### src/rtl/micro_sequencer_if.sv
// Control/status bundle between the micro-sequencer and the 4-bit bus datapath.
// The slave modport is the sequencer's view; the master modport is the datapath/debugger side.
interface micro_sequencer_if #(
  parameter int N    = 4,
  parameter int PC_W = 3
);
  logic            StepEn;
  logic            Run;
  logic [3:0]      Opcode;
  logic [N-1:0]    Operand;
  logic            AluCarry;

  logic            LatchA;
  logic            EnableA;
  logic            LatchB;
  logic            EnableALU;
  logic            AddSub;
  logic            EnableIN;
  logic            EnableOut;
  logic            LoadInstr;
  logic            EnableInstr;
  logic            EnableCount;
  logic            LoadPC;
  logic [PC_W-1:0] PcLoadVal;
  logic            CarryFlag;
  logic            Halted;
  logic [2:0]      State;

  modport slave (
    input  StepEn, Run, Opcode, Operand, AluCarry,
    output LatchA, EnableA, LatchB, EnableALU, AddSub, EnableIN, EnableOut,
           LoadInstr, EnableInstr, EnableCount, LoadPC, PcLoadVal,
           CarryFlag, Halted, State
  );

  modport master (
    output StepEn, Run, Opcode, Operand, AluCarry,
    input  LatchA, EnableA, LatchB, EnableALU, AddSub, EnableIN, EnableOut,
           LoadInstr, EnableInstr, EnableCount, LoadPC, PcLoadVal,
           CarryFlag, Halted, State
  );
endinterface

### src/rtl/micro_sequencer.sv
// Fetch/decode/execute control FSM for the 4-bit bus machine: Moore strobes from state and
// opcode, a registered carry flag for JC, halt, and a StepEn clock enable on every register.
module micro_sequencer #(
  parameter int N    = 4,
  parameter int PC_W = 3
) (
  input  logic MainClock,
  input  logic MainReset_n,
  micro_sequencer_if.slave sif
);

  typedef enum logic [2:0] {
    S_IDLE   = 3'd0,
    S_FETCH  = 3'd1,
    S_DECODE = 3'd2,
    S_EXEC1  = 3'd3,
    S_EXEC2  = 3'd4,
    S_HALT   = 3'd5
  } state_t;

  localparam logic [3:0] OP_LDA = 4'h1;
  localparam logic [3:0] OP_LDB = 4'h2;
  localparam logic [3:0] OP_ADD = 4'h3;
  localparam logic [3:0] OP_SUB = 4'h4;
  localparam logic [3:0] OP_OUT = 4'h5;
  localparam logic [3:0] OP_IN  = 4'h6;
  localparam logic [3:0] OP_JMP = 4'h7;
  localparam logic [3:0] OP_JC  = 4'h8;
  localparam logic [3:0] OP_CLC = 4'h9;
  localparam logic [3:0] OP_HLT = 4'hF;

  state_t r_state;
  state_t w_state_next;
  logic   r_carry;
  logic   w_carry_next;
  // Remembers that EXEC1 loaded the PC so EXEC2 must not also increment it.
  logic   r_loaded;
  logic   w_loaded_next;

  logic w_latch_a;
  logic w_enable_a;
  logic w_latch_b;
  logic w_enable_alu;
  logic w_add_sub;
  logic w_enable_in;
  logic w_enable_out;
  logic w_load_instr;
  logic w_enable_instr;
  logic w_enable_count;
  logic w_load_pc;
  logic w_halted;
  logic [N-1:0] w_operand;

  assign w_operand = sif.Operand;

  always_ff @(posedge MainClock or negedge MainReset_n) begin
    if (!MainReset_n) begin
      r_state  <= S_IDLE;
      r_carry  <= 1'b0;
      r_loaded <= 1'b0;
    end else if (sif.StepEn) begin
      r_state  <= w_state_next;
      r_carry  <= w_carry_next;
      r_loaded <= w_loaded_next;
    end
  end

  always_comb begin
    w_state_next   = r_state;
    w_carry_next   = r_carry;
    w_loaded_next  = r_loaded;
    w_latch_a      = 1'b0;
    w_enable_a     = 1'b0;
    w_latch_b      = 1'b0;
    w_enable_alu   = 1'b0;
    w_add_sub      = 1'b0;
    w_enable_in    = 1'b0;
    w_enable_out   = 1'b0;
    w_load_instr   = 1'b0;
    w_enable_instr = 1'b0;
    w_enable_count = 1'b0;
    w_load_pc      = 1'b0;
    w_halted       = 1'b0;

    case (r_state)
      S_IDLE: begin
        if (sif.Run) w_state_next = S_FETCH;
      end
      S_FETCH: begin
        w_load_instr = 1'b1;
        w_state_next = S_DECODE;
      end
      S_DECODE: begin
        w_state_next = (sif.Opcode == OP_HLT) ? S_HALT : S_EXEC1;
      end
      S_EXEC1: begin
        w_state_next  = S_EXEC2;
        w_loaded_next = 1'b0;
        // Each arm enables at most one bus driver; unlisted opcodes behave as NOP.
        case (sif.Opcode)
          OP_LDA: begin
            w_enable_instr = 1'b1;
            w_latch_a      = 1'b1;
          end
          OP_LDB: begin
            w_enable_instr = 1'b1;
            w_latch_b      = 1'b1;
          end
          OP_ADD: begin
            w_enable_alu = 1'b1;
            w_latch_a    = 1'b1;
            w_carry_next = sif.AluCarry;
          end
          OP_SUB: begin
            w_enable_alu = 1'b1;
            w_add_sub    = 1'b1;
            w_latch_a    = 1'b1;
            w_carry_next = sif.AluCarry;
          end
          OP_OUT: begin
            w_enable_a   = 1'b1;
            w_enable_out = 1'b1;
          end
          OP_IN: begin
            w_enable_in = 1'b1;
            w_latch_a   = 1'b1;
          end
          OP_JMP: begin
            w_load_pc     = 1'b1;
            w_loaded_next = 1'b1;
          end
          OP_JC: begin
            w_load_pc     = r_carry;
            w_loaded_next = r_carry;
          end
          OP_CLC: begin
            w_carry_next = 1'b0;
          end
          default: ;
        endcase
      end
      S_EXEC2: begin
        w_enable_count = !r_loaded;
        w_state_next   = sif.Run ? S_FETCH : S_IDLE;
      end
      S_HALT: begin
        w_halted = 1'b1;
      end
      default: begin
        w_state_next = S_IDLE;
      end
    endcase
  end

  assign sif.LatchA      = w_latch_a;
  assign sif.EnableA     = w_enable_a;
  assign sif.LatchB      = w_latch_b;
  assign sif.EnableALU   = w_enable_alu;
  assign sif.AddSub      = w_add_sub;
  assign sif.EnableIN    = w_enable_in;
  assign sif.EnableOut   = w_enable_out;
  assign sif.LoadInstr   = w_load_instr;
  assign sif.EnableInstr = w_enable_instr;
  assign sif.EnableCount = w_enable_count;
  assign sif.LoadPC      = w_load_pc;
  assign sif.PcLoadVal   = w_load_pc ? w_operand[PC_W-1:0] : '0;
  assign sif.CarryFlag   = r_carry;
  assign sif.Halted      = w_halted;
  assign sif.State       = r_state;

endmodule

### src/flat_wrapper.sv
// flat-port wrapper written by rule: the top's interface ports become plain ports
module micro_sequencer_flat 
#(
  parameter int N    = 4,
  parameter int PC_W = 3
)
  (MainClock, MainReset_n, sif_StepEn, sif_Run, sif_Opcode, sif_Operand, sif_AluCarry, sif_LatchA, sif_EnableA, sif_LatchB, sif_EnableALU, sif_AddSub, sif_EnableIN, sif_EnableOut, sif_LoadInstr, sif_EnableInstr, sif_EnableCount, sif_LoadPC, sif_PcLoadVal, sif_CarryFlag, sif_Halted, sif_State);
  micro_sequencer_if #(.N(N), .PC_W(PC_W)) sif_i ();
  input  logic MainClock;
  input  logic MainReset_n;
  input wire logic [$bits(sif_i.StepEn)-1:0] sif_StepEn;
  input wire logic [$bits(sif_i.Run)-1:0] sif_Run;
  input wire logic [$bits(sif_i.Opcode)-1:0] sif_Opcode;
  input wire logic [$bits(sif_i.Operand)-1:0] sif_Operand;
  input wire logic [$bits(sif_i.AluCarry)-1:0] sif_AluCarry;
  output wire logic [$bits(sif_i.LatchA)-1:0] sif_LatchA;
  output wire logic [$bits(sif_i.EnableA)-1:0] sif_EnableA;
  output wire logic [$bits(sif_i.LatchB)-1:0] sif_LatchB;
  output wire logic [$bits(sif_i.EnableALU)-1:0] sif_EnableALU;
  output wire logic [$bits(sif_i.AddSub)-1:0] sif_AddSub;
  output wire logic [$bits(sif_i.EnableIN)-1:0] sif_EnableIN;
  output wire logic [$bits(sif_i.EnableOut)-1:0] sif_EnableOut;
  output wire logic [$bits(sif_i.LoadInstr)-1:0] sif_LoadInstr;
  output wire logic [$bits(sif_i.EnableInstr)-1:0] sif_EnableInstr;
  output wire logic [$bits(sif_i.EnableCount)-1:0] sif_EnableCount;
  output wire logic [$bits(sif_i.LoadPC)-1:0] sif_LoadPC;
  output wire logic [$bits(sif_i.PcLoadVal)-1:0] sif_PcLoadVal;
  output wire logic [$bits(sif_i.CarryFlag)-1:0] sif_CarryFlag;
  output wire logic [$bits(sif_i.Halted)-1:0] sif_Halted;
  output wire logic [$bits(sif_i.State)-1:0] sif_State;
  assign sif_i.StepEn = sif_StepEn;
  assign sif_i.Run = sif_Run;
  assign sif_i.Opcode = sif_Opcode;
  assign sif_i.Operand = sif_Operand;
  assign sif_i.AluCarry = sif_AluCarry;
  assign sif_LatchA = sif_i.LatchA;
  assign sif_EnableA = sif_i.EnableA;
  assign sif_LatchB = sif_i.LatchB;
  assign sif_EnableALU = sif_i.EnableALU;
  assign sif_AddSub = sif_i.AddSub;
  assign sif_EnableIN = sif_i.EnableIN;
  assign sif_EnableOut = sif_i.EnableOut;
  assign sif_LoadInstr = sif_i.LoadInstr;
  assign sif_EnableInstr = sif_i.EnableInstr;
  assign sif_EnableCount = sif_i.EnableCount;
  assign sif_LoadPC = sif_i.LoadPC;
  assign sif_PcLoadVal = sif_i.PcLoadVal;
  assign sif_CarryFlag = sif_i.CarryFlag;
  assign sif_Halted = sif_i.Halted;
  assign sif_State = sif_i.State;
  micro_sequencer #(.N(N), .PC_W(PC_W)) u_core (.MainClock(MainClock), .MainReset_n(MainReset_n), .sif(sif_i));
endmodule
### config.mk
export PLATFORM = sky130hd
export DESIGN_NAME = micro_sequencer_flat
export DESIGN_NICKNAME = d
export VERILOG_FILES = /design/src/rtl/micro_sequencer_if.sv /design/src/rtl/micro_sequencer.sv /design/src/flat_wrapper.sv
export SDC_FILE = /design/constraint.sdc
export NUM_CORES = 1
export LEC_CHECK = 0
export ABC_AREA = 1
export BUFFER_PORTS_ARGS = -buffer_cell sky130_fd_sc_hd__buf_4
export CAP_MARGIN = 25
export CORE_AREA = 3 3 40 42
export DETAILED_ROUTE_END_ITERATION = 8
export DIE_AREA = 0 0 43 45
export PLACE_DENSITY = 0.77
export SLEW_MARGIN = 20
export SYNTH_ARGS = -nofsm -noshare
export SYNTH_HDL_FRONTEND = slang
export SYNTH_SLANG_ARGS = --single-unit
### constraint.sdc
create_clock -name MainClock -period 1.4 [get_ports MainClock]
set_clock_uncertainty 0.05 [all_clocks]
set_input_delay 0.14 -clock MainClock [delete_from_list [all_inputs] [get_ports MainClock]]
set_output_delay 0.14 -clock MainClock [all_outputs]
set_load 0.02 [all_outputs]
==> results.md <==
- The endpoint of the worst register-to-register path is u_core.sif.CarryFlag$_DFFE_PN0P_.
- For the finished layout, the period the worst path requires is between 1 and 1.5 ns.
- The initial utilization of the core area, before any placement, comes to between 30% and 40%.
- The die is 43 um wide.
- In this run the worst hold path is classified as input pin to flop.
- The signed area change from the synthesized netlist to the final layout is 81.0%.
- The via count of the first global-routing pass was between 600 and 700.
- The maximum vdd ir drop is 1050 uV.
- The maximum level of the CTS H-tree is 1.
- The startpoint identified for the worst register-to-register timing path is u_core.sif.State[2]$_DFFE_PN0P_.
- The total of buffers placed on input and output ports is 30.
- For this run, design rule violations remaining after detail routing come to 0.
- The checks that failed: negative setup slack.
- Static timing analysis puts the maximum clock frequency at 0.693 GHz.
- Yosys mapped the design onto 18 distinct sky130hd cell types.
- The number of maximum-capacitance violations is 0.
- Entering global routing, the biggest net connects 8 pins.
- TritonCTS built the clock tree.
- The synthesized netlist devotes under 10% of its cell area to compound gates.
- Summing all multi-input logic gate instances after layout gives about 360 um2.
- The first routing iteration left 11 violations.
- The count of synthesis-stage warnings from yosys is 0.
- The number of buffers and inverters on the critical path is 3.
- Data arrives at the worst endpoint at about 1.3 ns.
- The initial antenna violation count is 0.
- In this run the tightest slew margin relative to its limit is between 80% and 90%.
- The measured slew at the worst slew-check pin is approximately 0.23 ns.
- For hold timing, the worst endpoint is u_core.sif.CarryFlag$_DFFE_PN0P_.
- The filler cells instantiated in the layout total 113.
- The post-synthesis register bit count is 5.
- By count the netlist is led by 28 x sky130_fd_sc_hd__nand2_1, 15 x sky130_fd_sc_hd__nor2_1, 12 x sky130_fd_sc_hd__inv_1.
- The worst setup path is of the flop to output port kind.
- Summed over all cells, the static leakage comes to roughly 0.54 nW.
- Setup repair after global routing could not meet its margin everywhere.
- The vias per cell is between 4 and 5.
- The TritonCTS sink count is 5.
- The routed wire length is roughly 1600 um.
- For this run, the slowest stage of the critical path takes roughly 0.4 ns.
- The cell with the most instances on the worst path is sky130_fd_sc_hd__buf_4.
- Counting instances, the worst hold path has a depth of 3.
- The slowest library cell on the worst path is sky130_fd_sc_hd__dfrtp_1.
- The netlist area before placement is 502 um2.
- Registers take between 100 and 150 um2.
- The cell with the most instances after synthesis is sky130_fd_sc_hd__nand2_1.
- The floorplan die height is 45 um.
- In this run the worst path has a maximum fanout of 7.
- Once routing completed, OpenROAD measured the worst setup slack at -0.0420 ns.
- Grouping stages by cell kind, the critical path spends the most delay in buffers and inverters.
- OpenSTA, run right after detailed placement, puts the worst setup slack at around 0.11 ns.
- The run finished, with violations left.
- For this run the aggregate overflow at the end of global routing stands at 0.
- The total count of hold-check failures in the final report is 0.
- Summing the sequential cell areas from Yosys gives ~25% of the chip area.
- At the end of the flow the core is filled with cells to between 70% and 80%.
- The share of flip-flops with an asynchronous set or reset after synthesis is 100%.
- The number of synthesized flops with an enable pin is 0.
- Data on the critical path is required at its endpoint by between 1 and 1.5 ns.
- The first-pass GRT wire length is ~2500 um.
- The net count of the mapped netlist is 100.
- By area the synthesized netlist is led by sky130_fd_sc_hd__dfrtp_1 25%, sky130_fd_sc_hd__nand2_1 21%, sky130_fd_sc_hd__nor2_1 11%, sky130_fd_sc_hd__inv_1 9.0%, sky130_fd_sc_hd__nand3_1 4.0%.
- The most instantiated flip-flop cell in the synthesis netlist is sky130_fd_sc_hd__dfrtp_1.
- The max-slew violation count is 0.
- The synthesized design devotes to its leading area cell type roughly a quarter of total area.
- Clock-pin slew was measured on the worst setup and hold paths at roughly 0.040 ns.
- The arithmetic-cell share of the synthesized area counting full adders, half adders and majority gates is 0%.
- The post-synthesis cell count is 87.
- The largest family of logic cells by synthesized area is simple AND/OR/NAND/NOR gates.
- The total number of placement rows is 13.
- The hold slack is approximately 0.12 ns.
- The setup check on the worst reg-to-reg path leaves a slack of approximately 0.10 ns.
- The total vias in the final route is 704.
- The overall power after layout is ~1.2 mW.
- Summing the areas of all xor and xnor instances in the mapped netlist gives 0% of the synthesized area.
- The number of iterations in the first detailed-routing pass is 4.
- The synthesized-area fraction occupied by and/or/nand/nor cells is about 54%.
- The most area-hungry cell type in the Yosys netlist is sky130_fd_sc_hd__dfrtp_1.
- The placed wire-length estimate is 1090 um.
- At the end of routability-driven placement, the weighted congestion stood at about 0.83.
- The diode insertion count for antenna repair is 0.
- Measured in cells, the most critical reg-to-reg path has a length of 8.
- The power per standard cell area is ~1400 mW/mm2.
- The number of nets with antenna violations after routing is 0.
- The source of the worst hold timing path is sif_AluCarry.
- STA classifies the critical path endpoint as an output port.
- The core area is between 0.001 and 0.0015 mm2.
- The global-route total usage across every layer is between 10% and 20%.
- The final critical path takes up 103% of the cycle.
- Clock tree synthesis inserted a total of 3 buffers.
- The critical path goes through inv_2 > nand3_4 > buf_4 > nor3_2 > buf_4.
- The clock latency of the later-clocked register in the worst-skew pair is around 0.24 ns.
- The per-instance average area after synthesis is ~5.8 um2.
- The final number of setup-violating endpoints is 7.
- The area of the die is 0.00194 mm2.
- The net count reported at finish is between 100 and 150.
- The root buffer cell chosen for the clock tree is sky130_fd_sc_hd__clkbuf_4.
- The worst setup path is launched from a flop.
- The clock passes through at most 2 buffers.
- In the synthesized netlist, mux cells make up 0% of the area.
- The proportion of layout cells with a drive suffix above 1 is 50.0%.
- The routed length per instance is about 11 um.
- The number of placed I/O pins is 32.
-- report_power, final --
group          internal (mW)  switching, mW  total (mW)
Combinational          0.349          0.448       0.797
Clock                  0.108         0.0573       0.165
Sequential             0.207         0.0691       0.276
Total                  0.663          0.575        1.24
-- worst max path at each step --
stage / from / endpoint / cells past startpoint / slack (ns)
after floorplan: u_core.sif.State[2]$_DFFE_PN0P_ / sif_EnableOut / 4 / -0.02
after global placement: u_core.sif.State[1]$_DFFE_PN0P_ / sif_EnableInstr / 5 / 0.13
after detailed placement: u_core.sif.State[1]$_DFFE_PN0P_ / sif_EnableInstr / 5 / 0.11
final: u_core.sif.State[2]$_DFFE_PN0P_ / sif_EnableIN / 5 / -0.04
after CTS: u_core.sif.State[2]$_DFFE_PN0P_ / sif_PcLoadVal[2] / 6 / -0.03
after global routing: u_core.sif.State[2]$_DFFE_PN0P_ / sif_LatchB / 6 / -0.13
-- sequential cells by signal (all words and copies together), names as in the netlist --
signal and flops:
u_core.sif.CarryFlag 1, u_core.r_loaded 1, u_core.sif.State 3
-- cell type report --
cell class	instances	area share (%)
Clock buffer	4	2.89
Inverter	16	6.89
Multi-Input combinational cell	65	39.1
Sequential cell	5	14.0
Tap cell	15	2.07
Timing Repair Buffer	40	35.0
-- per-stage QoR --
| stage | instances | area (um2) | TNS, ns |
|---|---|---|---|
| finish | 145 | 908 | -0.190 |
| global route | 145 | 908 | -0.990 |
| CTS | 143 | 856 | -0.164 |
| detailed placement | 132 | 763 | 0 |
| global placement | 132 | 763 | 0 |
| floorplan | 87 | 519 | -0.0420 |
-- cells by family (layout without fill, tap and decap cells) --
group | count (synthesis) | count (layout)
AO/OA/AOI/OAI | 7 | 7
buffers and inverters | 17 | 60
flip-flops | 5 | 5
AND/OR/NAND/NOR | 58 | 58
-- timing repair --
item,CTS,global route
endpoints found under the hold margin,5,0
resized for setup,4,11
hold buffers,1,0
gates cloned,0,0
setup buffers,6,2
endpoints found under the setup margin,13,12
pin swaps,3,2
-- layer usage --
layer  wire length, um  up-vias  GRT usage [%]
li1                  -      352              -
met1               576      318           16.6
met2               858       34           32.6
met3               181        0           6.37
met4                 0        0           3.61
met5                 0        -              0
-- placed cells by master, fill, tap and decap left out, drive strengths merged --
cell          n
nor2         17
dlygate4sd3   1
nand2        30
buf          39
clkbuf        4
dfrtp         5
nand3         6
nand4         1
o21ai         3
nor3          4
inv          16
a21oi         4
-- worst min-delay path, stage by stage --
cell	delay, ns
sky130_fd_sc_hd__buf_4	0.08
sky130_fd_sc_hd__nand4_1	0.08
sky130_fd_sc_hd__nand2_1	0.08
Power figures use the tool's default switching activity.
